===== src/rtl/data_mem_arbiter.sv =====
// rtl/data_mem_arbiter.sv - two-port arbiter sharing the single-ported data memory
module data_mem_arbiter #(
  parameter bit FIXED_PRIO = 1'b0
) (
  input  logic        clk,
  input  logic        rst_n,
  input  logic        a_req,
  input  logic        a_we,
  input  logic [31:0] a_addr,
  input  logic [31:0] a_wdata,
  input  logic [3:0]  a_sign_mask,
  output logic        a_ready,
  output logic [31:0] a_rdata,
  input  logic        b_req,
  input  logic        b_we,
  input  logic [31:0] b_addr,
  input  logic [31:0] b_wdata,
  input  logic [3:0]  b_sign_mask,
  output logic        b_ready,
  output logic [31:0] b_rdata,
  output logic [31:0] mem_addr,
  output logic [31:0] mem_write_data,
  output logic        mem_memwrite,
  output logic        mem_memread,
  output logic [3:0]  mem_sign_mask,
  input  logic [31:0] mem_read_data,
  input  logic        mem_stall
);

  localparam logic [1:0] ST_IDLE  = 2'd0;
  localparam logic [1:0] ST_ISSUE = 2'd1;
  localparam logic [1:0] ST_WAIT  = 2'd2;

  logic [1:0]  state;
  logic        owner;       // 0 = port A, 1 = port B
  logic        last_grant;  // 0 = port A, 1 = port B
  logic        we_q;
  logic [31:0] addr_q;
  logic [31:0] wdata_q;
  logic [3:0]  mask_q;

  logic a_elig;
  logic b_elig;
  logic grant;
  logic grant_b;

  // Eligibility and winner selection; a port in its ready cycle is still
  // showing the old request, so it is masked out for that cycle.
  always_comb begin
    a_elig  = a_req & ~a_ready;
    b_elig  = b_req & ~b_ready;
    grant   = (state == ST_IDLE) & ~mem_stall & (a_elig | b_elig);
    grant_b = b_elig;
    if (a_elig && b_elig) begin
      grant_b = FIXED_PRIO ? 1'b0 : ~last_grant;
    end
  end

  // Access sequencer and grant latch; the latched request stays put until IDLE.
  always_ff @(posedge clk or negedge rst_n) begin
    if (!rst_n) begin
      state      <= ST_IDLE;
      owner      <= 1'b0;
      last_grant <= 1'b1;
      we_q       <= 1'b0;
      addr_q     <= 32'd0;
      wdata_q    <= 32'd0;
      mask_q     <= 4'd0;
    end else begin
      case (state)
        ST_IDLE: begin
          if (grant) begin
            state      <= ST_ISSUE;
            owner      <= grant_b;
            last_grant <= grant_b;
            we_q       <= grant_b ? b_we        : a_we;
            addr_q     <= grant_b ? b_addr      : a_addr;
            wdata_q    <= grant_b ? b_wdata     : a_wdata;
            mask_q     <= grant_b ? b_sign_mask : a_sign_mask;
          end
        end
        ST_ISSUE: state <= ST_WAIT;
        ST_WAIT: begin
          if (!mem_stall) begin
            state <= ST_IDLE;
          end
        end
        default: state <= ST_IDLE;
      endcase
    end
  end

  // Completion: capture read data for the owner and pulse its ready for one cycle.
  always_ff @(posedge clk or negedge rst_n) begin
    if (!rst_n) begin
      a_ready <= 1'b0;
      b_ready <= 1'b0;
      a_rdata <= 32'd0;
      b_rdata <= 32'd0;
    end else begin
      a_ready <= 1'b0;
      b_ready <= 1'b0;
      if (state == ST_WAIT && !mem_stall) begin
        if (owner) begin
          b_ready <= 1'b1;
          if (!we_q) begin
            b_rdata <= mem_read_data;
          end
        end else begin
          a_ready <= 1'b1;
          if (!we_q) begin
            a_rdata <= mem_read_data;
          end
        end
      end
    end
  end

  assign mem_addr       = addr_q;
  assign mem_write_data = wdata_q;
  assign mem_sign_mask  = mask_q;
  assign mem_memread    = (state == ST_ISSUE) & ~we_q;
  assign mem_memwrite   = (state == ST_ISSUE) & we_q;

endmodule

===== config.mk =====
export PLATFORM = sky130hd
export DESIGN_NAME = data_mem_arbiter
export DESIGN_NICKNAME = d
export VERILOG_FILES = /design/src/rtl/data_mem_arbiter.sv
export SDC_FILE = /design/constraint.sdc
export NUM_CORES = 1
export LEC_CHECK = 0
export ABC_AREA = 1
export CORE_UTILIZATION = 46
export CTS_BUF_LIST = sky130_fd_sc_hd__clkbuf_8
export CTS_CLUSTER_SIZE = 8
export DETAILED_ROUTE_END_ITERATION = 8
export GPL_ROUTABILITY_DRIVEN = 1
export PLACE_DENSITY = 0.85
export SYNTH_ARGS = -nofsm -noshare
export SYNTH_HDL_FRONTEND = slang
export SYNTH_SLANG_ARGS = --single-unit

===== constraint.sdc =====
create_clock -name clk -period 2.4 [get_ports clk]
set_clock_uncertainty 0.05 [all_clocks]
set_input_delay 0.36 -clock clk [delete_from_list [all_inputs] [get_ports clk]]
set_output_delay 0.36 -clock clk [all_outputs]
set_load 0.03 [all_outputs]

==> flow_metrics.py <==
metrics = {
    "floorplanning": {
        "die_w_um": 121,
        "coreArea_um2": 13500,
        "start_util_pct": 47.9,
        "row_count": 42,
        "die_h_um": 121,
        "dieArea_um2": 14600,
        "pin_count": 311,
    },
    "detailed_routing": {
        "viasPerCell": 4.92,
        "drtIter0Drc": 487,
        "wl_per_cell_um": 15.4,
        "drt_wl_total_mm": 20.2,
        "first_pass_iters": 5,
        "postRouteAntennaNets": 0,
        "route.detailed.drc": 0,
        "via_count": 6465,
    },
    "synthesis": {
        "yosysSeqAreaShare_pct": 53.7,
        "synth_area_leaders": "dfrtp_1 53%, nand2_1 24%, nand3b_1 8.0%, nand3_1 5.5%, inv_1 4.3%",
        "syn_inst": 825,
        "syn-num-nets": 1000,
        "synth_cell_types": 18,
        "synth_largest_area_cell": "dfrtp_1",
        "avgSynthCellArea_um2": 7.85,
        "ys_ff_latch": 139,
        "yosysWarnings": 0,
        "synth_area_um2": 6470,
        "synth_top_area_share_pct": 53.3,
    },
    "cells_and_area": {
        "area_growth_pct": 58.5,
        "fin_nets": 1301,
        "nFillCells": 985,
        "final_common_cell": "nand2_1",
        "final_layout_size_suffix_gt1_share_pct": 5.27,
        "post-route-util_pct": 76.0,
        "layout_common_cells": "410 x nand2_1, 307 x clkdlybuf4s50_1, 138 x dfrtp_1, 75 x inv_1",
        "diodes": 0,
    },
    "clock_network": {
        "clock-root-buffer": "clkbuf_8",
        "clk_latency_ns": 0.44,
        "path_clk_slew_ns": 0.07,
        "cts_max_path_buffers": 2,
        "cts_buffers": 17,
        "htreeDepth": 4,
        "cts_sinks": 139,
        "cts_tree": "built",
    },
    "critical_path": {
        "crit_path_max_fanout": 3,
        "reg2reg_to": "mem_addr[21]$_DFFE_PN0P_",
        "crit_chain": "clkdlybuf4s50_1",
        "cpLargestDelayFamily": "buffers and inverters",
        "ff2ff_setup_slack_ns": 0.72,
        "slowest_stage": "clkdlybuf4s50_1",
        "crit_path_end_kind": "output pin",
        "start_kind": "flop",
        "path_buf_inv": 1,
        "r2r_cells": 6,
        "cp_slowest_stage_delay_ns": 0.72,
        "worstPathRequired_ns": 1.99,
        "reg2reg_from": "state[0]$_DFFE_PN0P_",
        "worstPathArrival_ns": 1.57,
        "critPathKind": "flop to output pin",
    },
    "pwr": {
        "power.density_nw_per_um2": 1250,
        "peakVddDrop_v": 0.000539,
        "clkPwrFrac_pct": 15.0,
        "p_total_mw": 12.8,
        "pwr-share-seq_pct": 32.1,
        "comb_power_share_pct": 52.9,
        "switching_power_mw": 5.59,
        "power.leakage_nw": 5.16,
        "swShare_pct": 43.7,
        "internal_power_mw": 7.20,
    },
    "placement": {
        "pre_cts_slack_ns": 0.341,
        "gp_congestion": 0.835,
        "port_buffers": 310,
        "place_hpwl_mm": 14.3,
    },
    "sta": {
        "whs_ns": 0.392,
        "final.min_clock_period_ns": 1.98,
        "setup_viol": 0,
        "fin_crit_sh_pct": 82.5,
        "drv_slew": 0,
        "tns_ns": 0,
        "fmaxAchievable_ghz": 0.505,
        "fin_ws_ns": 0.420,
        "worst_pin_slew_ns": 0.507,
        "rsz0062_at_grt": "no",
        "hold_viol": 0,
        "relSlewSlack_pct": 66.2,
    },
    "status": {
        "status": "complete, no violations",
    },
    "grt": {
        "grt_overflow_total": 0,
        "grtUsageTotal_pct": 28.6,
        "antenna_found_initial": 0,
        "grt_pass1_wl_mm": 31.9,
        "grt_start_max_net_pins": 71,
        "first_global_vias": 6385,
    },
    "run": {
        "cap_violations": 0,
    },
    "min_path": {
        "hp-class": "input port to async pin",
    },
}
## power groups by stage
stage	clock [mW]	sequential, mW	combinational, mW
2_1_floorplan	0	6.13	1.57
3_3_place_gp	0	4.08	6.69
3_5_place_dp	0	4.10	6.80
4_1_cts	1.95	4.09	6.82
5_1_grt	2.08	4.22	7.20
6_report	1.92	4.10	6.77
## sequential cells by signal, summed over array words and instances (netlist names)
signal          count
a_ready             1
mem_write_data     32
b_ready             1
owner               1
mem_addr           32
last_grant          1
b_rdata            32
a_rdata            32
mem_sign_mask       4
we_q                1
state               2
## layout make-up
type,count,area [um2],share of cell area [%]
sequential,139,3480,33.9
timing repair buffer,329,3340,32.6
multi-input combinational,564,2530,24.7
clock buffer,21,289,2.82
inverter,75,282,2.74
tap,176,220,2.15
clock inverter,10,116,1.13
## cells by family after synthesis
| kind of cell | count (synthesis) | share of synthesized area, % |
|---|---|---|
| AND/OR/NAND/NOR | 562 | 38.4 |
| flip-flops | 139 | 53.7 |
| buffers and inverters | 122 | 7.67 |
| AO/OA/AOI/OAI | 2 | 0.213 |
## stage by stage
stage	cells	instance area, um2
after floorplan	825	6470
after global placement	1282	9840
after detailed placement	1282	9840
after CTS	1314	10300
after global routing	1314	10300
final	1314	10300
## how the worst max path moves through the flow
stage / start / endpoint / slack, ns / cells past startpoint
after floorplan: a_ready$_DFF_PN0_ / mem_write_data[18]$_DFFE_PN0P_ / 0.86 / 8
after global placement: mem_stall / mem_addr[26]$_DFFE_PN0P_ / 0.40 / 7
after detailed placement: mem_stall / mem_addr[30]$_DFFE_PN0P_ / 0.34 / 7
after CTS: state[1]$_DFFE_PN0P_ / mem_memread / 0.02 / 4
after global routing: b_ready$_DFF_PN0_ / b_ready / 0.34 / 1
final: b_ready$_DFF_PN0_ / b_ready / 0.42 / 1
## cells in the mapped netlist
master / n
buf_1: 3
dfrtp_1: 138
buf_4: 2
clkbuf_1: 17
a21oi_2: 1
nand3b_1: 69
inv_1: 75
buf_2: 25
dfstp_2: 1
nand3_1: 71
nand2_1: 411
nor3_2: 2
nor2_4: 1
nand2_2: 1
o21ai_0: 1
nand4_1: 1
nor2_1: 5
nor2_2: 1
## what timing repair did
action	CTS	global route
hold endpoints to repair	52	0
resized for setup	0	2
setup buffers	0	0
endpoints found under the setup margin	0	2
hold buffers	1	0
## metal layers
layer  vias up  GRT usage (%)  routed length [um]
met5         -              0                   0
met3        30           8.82                1760
met4         0           10.6                 350
li1       3126              -                   -
met2       306           49.5               10200
met1      3003           33.3                7880
Power figures use the tool's default switching activity.
==> variant, RTL diff (same settings) <==
The parameter `FIXED_PRIO` goes from 1'b0 to 1'b1.
--- a/src/rtl/data_mem_arbiter.sv
+++ b/src/rtl/data_mem_arbiter.sv
@@ -1,5 +1,5 @@
 // rtl/data_mem_arbiter.sv - two-port arbiter sharing the single-ported data memory
 module data_mem_arbiter #(
-  parameter bit FIXED_PRIO = 1'b0
+  parameter bit FIXED_PRIO = 1'b1
 ) (
   input  logic        clk,
Behaviour: not the same (Yosys sat finds a counterexample within 10 cycles, from zero or initial values and one cycle with rst_n low).
==> variant against the unedited design <==
- power down 5.5%
- count of clock-buffer cells in the layout down 4
- die area is 3.9% lower
- combinational power fell by 7.4%
- global-route usage fell by 0.089 points
- sequential cell count down 1
- area after synthesis is 4.0% lower
- setup slack lost 0.16 ns
- wire length shrank 3.7%
- final area is 4.1% lower
- critical path depth up 3
- critical endpoint is now mem_memread
==> variant: results (changes against the unedited design) <==
crit-path max FO 5 (was 3); placed wire-length estimate 13,500 um (was 14,300 um); M2 GR Usage 44.3% (was 49.5%); post-layout util 74.6% (was 76.0%); Arr. time, crit path 1.73 ns (was 1.57 ns); antenna fix cells 1 (was 0); post-synthesis area per instance 7.89 sq um (was 7.85 sq um); wire length on met2 9120 um (was 10,200 um); die area 14,000 sq um (was 14,600 sq um); buffering overhead 33.0% (was 32.6%); Via-to-Cell Ratio 4.90 (was 4.92); initial antenna violation count 1 (was 0); Synth area leaders dfrtp_1 56%, nand2_1 25%, nand3_1 5.6%, o21ai_0 4.8%, inv_1 2.2% (was dfrtp_1 53%, nand2_1 24%, nand3b_1 8.0%, nand3_1 5.5%, inv_1 4.3%); post-synth net total 963 (was 1,000); Signal inverters 38 (was 75); Placed Area 9440 sq um (was 9840 sq um); GR Layer Usage met3 8.69% (was 8.82%); comb_multi_in 565 (was 564); crit path capture mem_memread (was b_ready); vias post-DR 6,224 (was 6,465); final sequential cell count 138 (was 139); total wire length 19,400 um (was 20,200 um); Filler cells 1,002 (was 985); Yosys cell types 20 (was 18); gpl congestion 0.801 (was 0.835); placed cell count 1,235 (was 1,282); htree depth 4 (unchanged); crit-path leading delay family buffers and inverters (unchanged); first-pass GRT wire length 30,800 um (was 31,900 um); clk tree area frac 3.96% (was 3.95%); DR pass1 iterations 4 (was 5); share of cells above drive strength 1 4.67% (was 5.27%); slew margin rel. 47.8% (was 66.2%); peak supply drop 0.000860 V (was 0.000539 V); post_cts resized 2 (was 0); Starting DRT DRC Count 465 (was 487); total track usage 28.6% (about the same); pre-CTS setup slack 0.0722 ns (was 0.341 ns); CP startpoint state[1]$_DFFE_PN0P_ (was b_ready$_DFF_PN0_); sequential area share after synthesis 55.5% (was 53.7%); most instantiated cells after synthesis 417 x nand2_1, 138 x dfrtp_1, 70 x nand3_1 (was 411 x nand2_1, 138 x dfrtp_1, 75 x inv_1); FMAX 468 MHz (was 505 MHz); grt met1 use 35.3% (was 33.3%); Nets 1,254 (was 1,301); number of global-route vias before repair 5,953 (was 6,385); status finished clean (unchanged); crit-path max cell delay 0.47 ns (was 0.72 ns); fraction of area in multi-input gates 24.2% (was 24.7%); Hold Slack 0.405 ns (was 0.392 ns); WL met1 7880 um (about the same); r2r endpoint b_rdata[24]$_DFFE_PN0P_ (was mem_addr[21]$_DFFE_PN0P_); critical path's slowest cell dfrtp_1 (was clkdlybuf4s50_1); FF/Latch Area 3450 sq um (was 3480 sq um)
==> variant: changes by cell type after synthesis, sizes merged <==
| cell | unedited run | this run |
|---|---|---|
| buf | 30 | 19 |
| clkbuf | 17 | 28 |
| dfstp | 1 | 0 |
| inv | 75 | 38 |
| nand2 | 412 | 420 |
| nand3 | 71 | 70 |
| nand3b | 69 | 0 |
| nand4 | 1 | 3 |
| nor3 | 2 | 0 |
| o21ai | 1 | 64 |
==> variant: power breakdown <==
part / switching [uW] / internal [uW] / total [uW]
combinational: 3760 / 2510 / 6270
clock: 928 / 919 / 1850
sequential: 605 / 3360 / 3960
==> variant: logic make-up (layout without fill, tap and decap cells) <==
| group | Yosys count | count (layout) | share of synthesized area (%) |
|---|---|---|---|
| buffers and inverters | 85 | 389 | 6.28 |
| DFF | 138 | 138 | 55.5 |
| and+or+nand+nor | 500 | 500 | 32.8 |
| other | 0 | 1 | 0 |
| AOI/OAI and AO/OA | 65 | 65 | 5.41 |
